--- src/rtl/led_code_player.sv ---
// LED code player: buffers 3-bit codes in a FIFO and plays each back as a
// one-hot LED pattern plus a 7-segment digit for HOLD cycles, then blanks for GAP cycles.
module led_code_player #(
    parameter int DEPTH = 8,
    parameter int HOLD  = 50000000,
    parameter int GAP   = 12500000
) (
    input  logic                     clk,
    input  logic                     rst,
    input  logic                     in_valid,
    input  logic [2:0]               in_code,
    output logic                     in_ready,
    output logic [7:0]               ledr,
    output logic [7:0]               seg0,
    output logic                     busy,
    output logic [$clog2(DEPTH):0]   count,
    output logic                     ovf
);

    localparam int AW   = $clog2(DEPTH);
    localparam int MAXT = (HOLD > GAP) ? HOLD : GAP;
    localparam int TW   = (MAXT > 1) ? $clog2(MAXT) : 1;
    localparam logic [TW-1:0] HOLD_LAST = TW'(HOLD - 1);
    localparam logic [TW-1:0] GAP_LAST  = TW'(GAP - 1);
    localparam logic [AW:0]   FULL      = (AW + 1)'(DEPTH);

    typedef enum logic [1:0] {S_IDLE, S_SHOW, S_GAP} state_t;

    state_t          state, state_nx;
    logic [TW-1:0]   timer, timer_nx;
    logic [2:0]      code, code_nx;
    logic [AW-1:0]   wr_ptr, rd_ptr;
    logic [2:0]      mem [DEPTH];
    logic            push, pop;
    logic [7:0]      ledr_nx, seg_nx;
    logic            busy_nx;

    assign in_ready = (count != FULL);
    assign push     = in_valid && in_ready;
    assign pop      = (state == S_IDLE) && (count != '0);

    // Storage is deliberately left out of reset; only pointers and count are cleared.
    always_ff @(posedge clk) begin
        if (push) mem[wr_ptr] <= in_code;
    end

    always_ff @(posedge clk or negedge rst) begin
        if (!rst) begin
            wr_ptr <= '0;
            rd_ptr <= '0;
            count  <= '0;
            ovf    <= 1'b0;
        end else begin
            if (push) wr_ptr <= wr_ptr + 1'b1;
            if (pop)  rd_ptr <= rd_ptr + 1'b1;
            case ({push, pop})
                2'b10:   count <= count + 1'b1;
                2'b01:   count <= count - 1'b1;
                default: count <= count;
            endcase
            if (in_valid && !in_ready) ovf <= 1'b1;
        end
    end

    always_ff @(posedge clk or negedge rst) begin
        if (!rst) begin
            state <= S_IDLE;
            timer <= '0;
            code  <= '0;
        end else begin
            state <= state_nx;
            timer <= timer_nx;
            code  <= code_nx;
        end
    end

    always_comb begin
        state_nx = state;
        timer_nx = timer;
        code_nx  = code;
        case (state)
            S_IDLE: begin
                if (pop) begin
                    code_nx  = mem[rd_ptr];
                    timer_nx = '0;
                    state_nx = S_SHOW;
                end
            end
            S_SHOW: begin
                if (timer == HOLD_LAST) begin
                    timer_nx = '0;
                    state_nx = S_GAP;
                end else begin
                    timer_nx = timer + 1'b1;
                end
            end
            S_GAP: begin
                if (timer == GAP_LAST) begin
                    timer_nx = '0;
                    state_nx = S_IDLE;
                end else begin
                    timer_nx = timer + 1'b1;
                end
            end
            default: begin
                timer_nx = '0;
                state_nx = S_IDLE;
            end
        endcase
    end

    // Outputs are decoded from the next state so the registered display lines up with the pop edge.
    always_comb begin
        ledr_nx = '0;
        seg_nx  = 8'hFF;
        busy_nx = (state_nx != S_IDLE);
        if (state_nx == S_SHOW) begin
            ledr_nx = 8'b1 << code_nx;
            case (code_nx)
                3'd0:    seg_nx = 8'hC0;
                3'd1:    seg_nx = 8'hF9;
                3'd2:    seg_nx = 8'hA4;
                3'd3:    seg_nx = 8'hB0;
                3'd4:    seg_nx = 8'h99;
                3'd5:    seg_nx = 8'h92;
                3'd6:    seg_nx = 8'h82;
                default: seg_nx = 8'hF8;
            endcase
        end
    end

    always_ff @(posedge clk or negedge rst) begin
        if (!rst) begin
            ledr <= '0;
            seg0 <= 8'hFF;
            busy <= 1'b0;
        end else begin
            ledr <= ledr_nx;
            seg0 <= seg_nx;
            busy <= busy_nx;
        end
    end

endmodule

--- config.mk ---
export PLATFORM = sky130hd
export DESIGN_NAME = led_code_player
export DESIGN_NICKNAME = d
export VERILOG_FILES = /design/src/rtl/led_code_player.sv
export SDC_FILE = /design/constraint.sdc
export NUM_CORES = 1
export LEC_CHECK = 0
export CORE_MARGIN = 4
export CORE_UTILIZATION = 50
export DETAILED_ROUTE_END_ITERATION = 12
export PLACE_DENSITY_LB_ADDON = 0.1
export SYNTH_ARGS = -nofsm -noshare
export SYNTH_HDL_FRONTEND = slang
export SYNTH_SLANG_ARGS = --single-unit
--- constraint.sdc ---
create_clock -name clk -period 2.5 [get_ports clk]
set_clock_uncertainty 0.1 [all_clocks]
set_input_delay 0.375 -clock clk [delete_from_list [all_inputs] [get_ports clk]]
set_output_delay 0.375 -clock clk [all_outputs]
set_load 0.01 [all_outputs]
==> flow_metrics.env <==
export IMPL_outcome="complete, no violations"
export IMPL_hold_class="flip-flop to flip-flop"
export IMPL_max_vdd_ir_drop_mv=0.5726
export IMPL_tightest_slew_ns=0.5705
export IMPL_cts_buffer_depth=2
export IMPL_p_seq_frac=0.556
export IMPL_timing_final_crit_period_ns=2.357
export IMPL_finalCritPeriodShare=0.9429
export IMPL_antenna_cells=0
export IMPL_switching_share=0.2841
export IMPL_gp_congestion=0.8138
export IMPL_drive_gt1_frac=0.2067
export IMPL_dpl_hpwl_um=5333
export IMPL_via_count=2581
export IMPL_routed_wl_um=7197
export IMPL_synth_largest_area_cell="dfrtp_1"
export IMPL_synth_area_um2=3919
export IMPL_rows=32
export IMPL_min_path_cells=1
export IMPL_powerDensity_nw_per_um2=631.2
export IMPL_gr_total_overflow=0
export IMPL_die_w_um=96.53
export IMPL_synth_top_area_frac=0.3257
export IMPL_pwr_share_comb=0.154
export IMPL_wl_per_cell_um=14.72
export IMPL_die_y_um=96.53
export IMPL_utilization=0.6064
export IMPL_dieArea_um2=9318
export IMPL_max_stage_delay_ns=0.42
export IMPL_p_sw_mw=0.8360
export IMPL_dpl_cell_count=471
export IMPL_placed_area_um2=4442
export IMPL_setup_tns_ns=0
export IMPL_crit_type="flip-flop to flip-flop"
export IMPL_cp_arrival_ns=2.51
export IMPL_viasPerCell=5.278
export IMPL_synth_xor_xnor_area_share=0.05364
export IMPL_netlist_cell_type_count=66
export IMPL_synth_seq_area_share=0.5565
export IMPL_ios=29
export IMPL_drv_slew=0
export IMPL_h_tree_depth=3
export IMPL_cp_max_fo=13
export IMPL_rsz0062_at_grt="yes"
export IMPL_synth_simple_area_share=0.1903
export IMPL_design_area_um2=4662
export IMPL_critPathLaunchType="flip-flop"
export IMPL_holdWs_ns=0.3850
export IMPL_antenna_left=0
export IMPL_synth_seq_cells=82
export IMPL_grt_max_degree=36
export IMPL_coreArea_um2=7687
export IMPL_p_int_mw=2.107
export IMPL_start_util=0.5098
export IMPL_synth_edf_count=24
export IMPL_cts_sinks=82
export IMPL_synthTopCellsByArea="dfrtp_1 33%, edfxtp_1 18%, dfstp_2 4.7%"
export IMPL_clkPwrFrac=0.289
export IMPL_synth_top_family_by_area="simple AND/OR/NAND/NOR gates"
export IMPL_ys_top_cells_by_count="51 x dfrtp_1, 33 x nand2_1, 33 x nor2_1"
export IMPL_cts_tree="yes"
export IMPL_ys_dominant_reg_cell="dfrtp_1"
export IMPL_yosysWarnings=0
export IMPL_power_leakage_nw=1.977
export IMPL_layout_setup_ws_ns=0.1429
export IMPL_port_buffers=27
export IMPL_firstDrtPassIters=4
export IMPL_syn_avg_cell_area_um2=11.84
export IMPL_cp_end_kind="flip-flop"
export IMPL_synth_async_reset_ratio=0.7073
export IMPL_hold_viol_final=0
export IMPL_synth_most_common_cell="dfrtp_1"
export IMPL_dp_slack_ns=0.07984
export IMPL_insertion_delay_ns=0.34
export IMPL_nets=399
export IMPL_drcViolationCount=0
export IMPL_fmax_mhz=424.2
export IMPL_r2r_cells=6
export IMPL_path_clk_slew_ns=0.08
export IMPL_synthAdderAreaFrac=0.03704
export IMPL_grt_first_pass_wirelength_um=12010
export IMPL_antenna_found_initial=0
export IMPL_required_ns=2.65
export IMPL_cts_root_buffer="clkbuf_8"
export IMPL_maxCapViolCount=0
export IMPL_synthMuxAreaShare=0.05140
export IMPL_fin_cells=489
export IMPL_setup_viol=0
export IMPL_grt_usage=0.1699
export IMPL_synthToLayoutAreaGrowth_pct=18.97
export IMPL_synth_compound_area_frac=0.08557
export IMPL_slowest_stage="dfrtp_1"
export IMPL_path_cells="or3_4 -> nor4_4 -> a41oi_2 -> o31a_1 -> or2_4 -> nor3b_1"
export IMPL_syn_inst=331
export IMPL_first_iter_violations=85
export IMPL_syn_nets=348
export IMPL_grt_pass1_vias=2429
export IMPL_slew_headroom=0.6197
export IMPL_cts_buffers=9
export IMPL_finalPower_mw=2.943
==> final timing paths <==
kind / from / endpoint / slack [ns]
worst max-delay path: timer[16] / ledr[1] / 0.14
worst min-delay path: ovf / ovf / 0.38
worst max register to register: timer[16] / ledr[1] / 0.14
min in group asynchronous: rst / ledr[0] / 0.46
worst min register to register: ovf / ovf / 0.38
max in group asynchronous: rst / seg0[3] / 1.20
==> power by group through the flow <==
stage,sequential [mW],combinational (mW),clock (mW)
after global placement,1.66,0.451,0
after detailed placement,1.66,0.464,0
after global routing,1.66,0.516,0.944
after floorplan,1.65,0.274,0
final,1.64,0.454,0.851
after CTS,1.64,0.465,0.879
==> state kept, by name, summed over array words and instances, names as in the netlist <==
signal and flops:
rd_ptr 3, timer 26, ledr 8, mem 24
count 4, wr_ptr 3, busy 1, code 3
ovf 1, state 2, seg0 7
==> layer usage <==
metal / wire (µm) / track usage / up-vias
li1: - / - / 1278
met1: 3532 / 0.2452 / 1260
met3: 247 / 0.03486 / 4
met2: 3370 / 0.2586 / 39
met4: 46 / 0.05257 / 0
met5: 0 / 0 / -
==> kinds of logic after synthesis <==
kind of cell	Yosys count
xor+xnor	24
fa+ha+maj	11
buf+inv	18
compound gates	43
mux	15
other cells	1
simple gates	137
flops	82
==> final cells by class <==
cell class,instances,area (µm²)
multi-input cells,231,1688
fillers,651,3025
inverters,10,37.54
repair buffers,48,450.4
well taps,102,127.6
flip-flops and latches,82,2183
clock buffers,9,123.9
clock inverters,7,51.30
==> cells in the final DEF (no fill, tap or decap), drive strengths merged, types with 2 or more instances in the layout <==
master	instances
clkinv	3
a31o	2
dfstp	7
nor3	9
nor4	4
nand4	6
and4	2
xnor2	10
nor2b	3
nand3	15
mux4	4
mux2i	10
clkinvlp	2
nor3b	3
clkdlybuf4s50	26
o21ai	14
and3	4
o311ai	2
edfxtp	24
a21oi	4
nor4b	2
clkbuf	9
nor2	34
and2	3
a21o	5
nand2	34
dfrtp	51
buf	21
a22o	3
or2	6
xor2	14
nand2b	5
or3	2
o21bai	2
a41oi	2
ha	10
inv	12
nand3b	2
==> what timing repair did <==
action,4_1_cts,5_1_grt
setup endpoints to repair,0,11
setup buffers,0,1
hold endpoints to repair,21,0
hold buffers,1,0
resized for setup,0,5
==> worst max-delay path: cells and delay by family (launching register included) <==
family          cells  cell delay [ns]
compound gates      2             0.55
flops               1             0.42
simple gates        4             1.21
No activity file was read; power rests on OpenSTA's default activity.
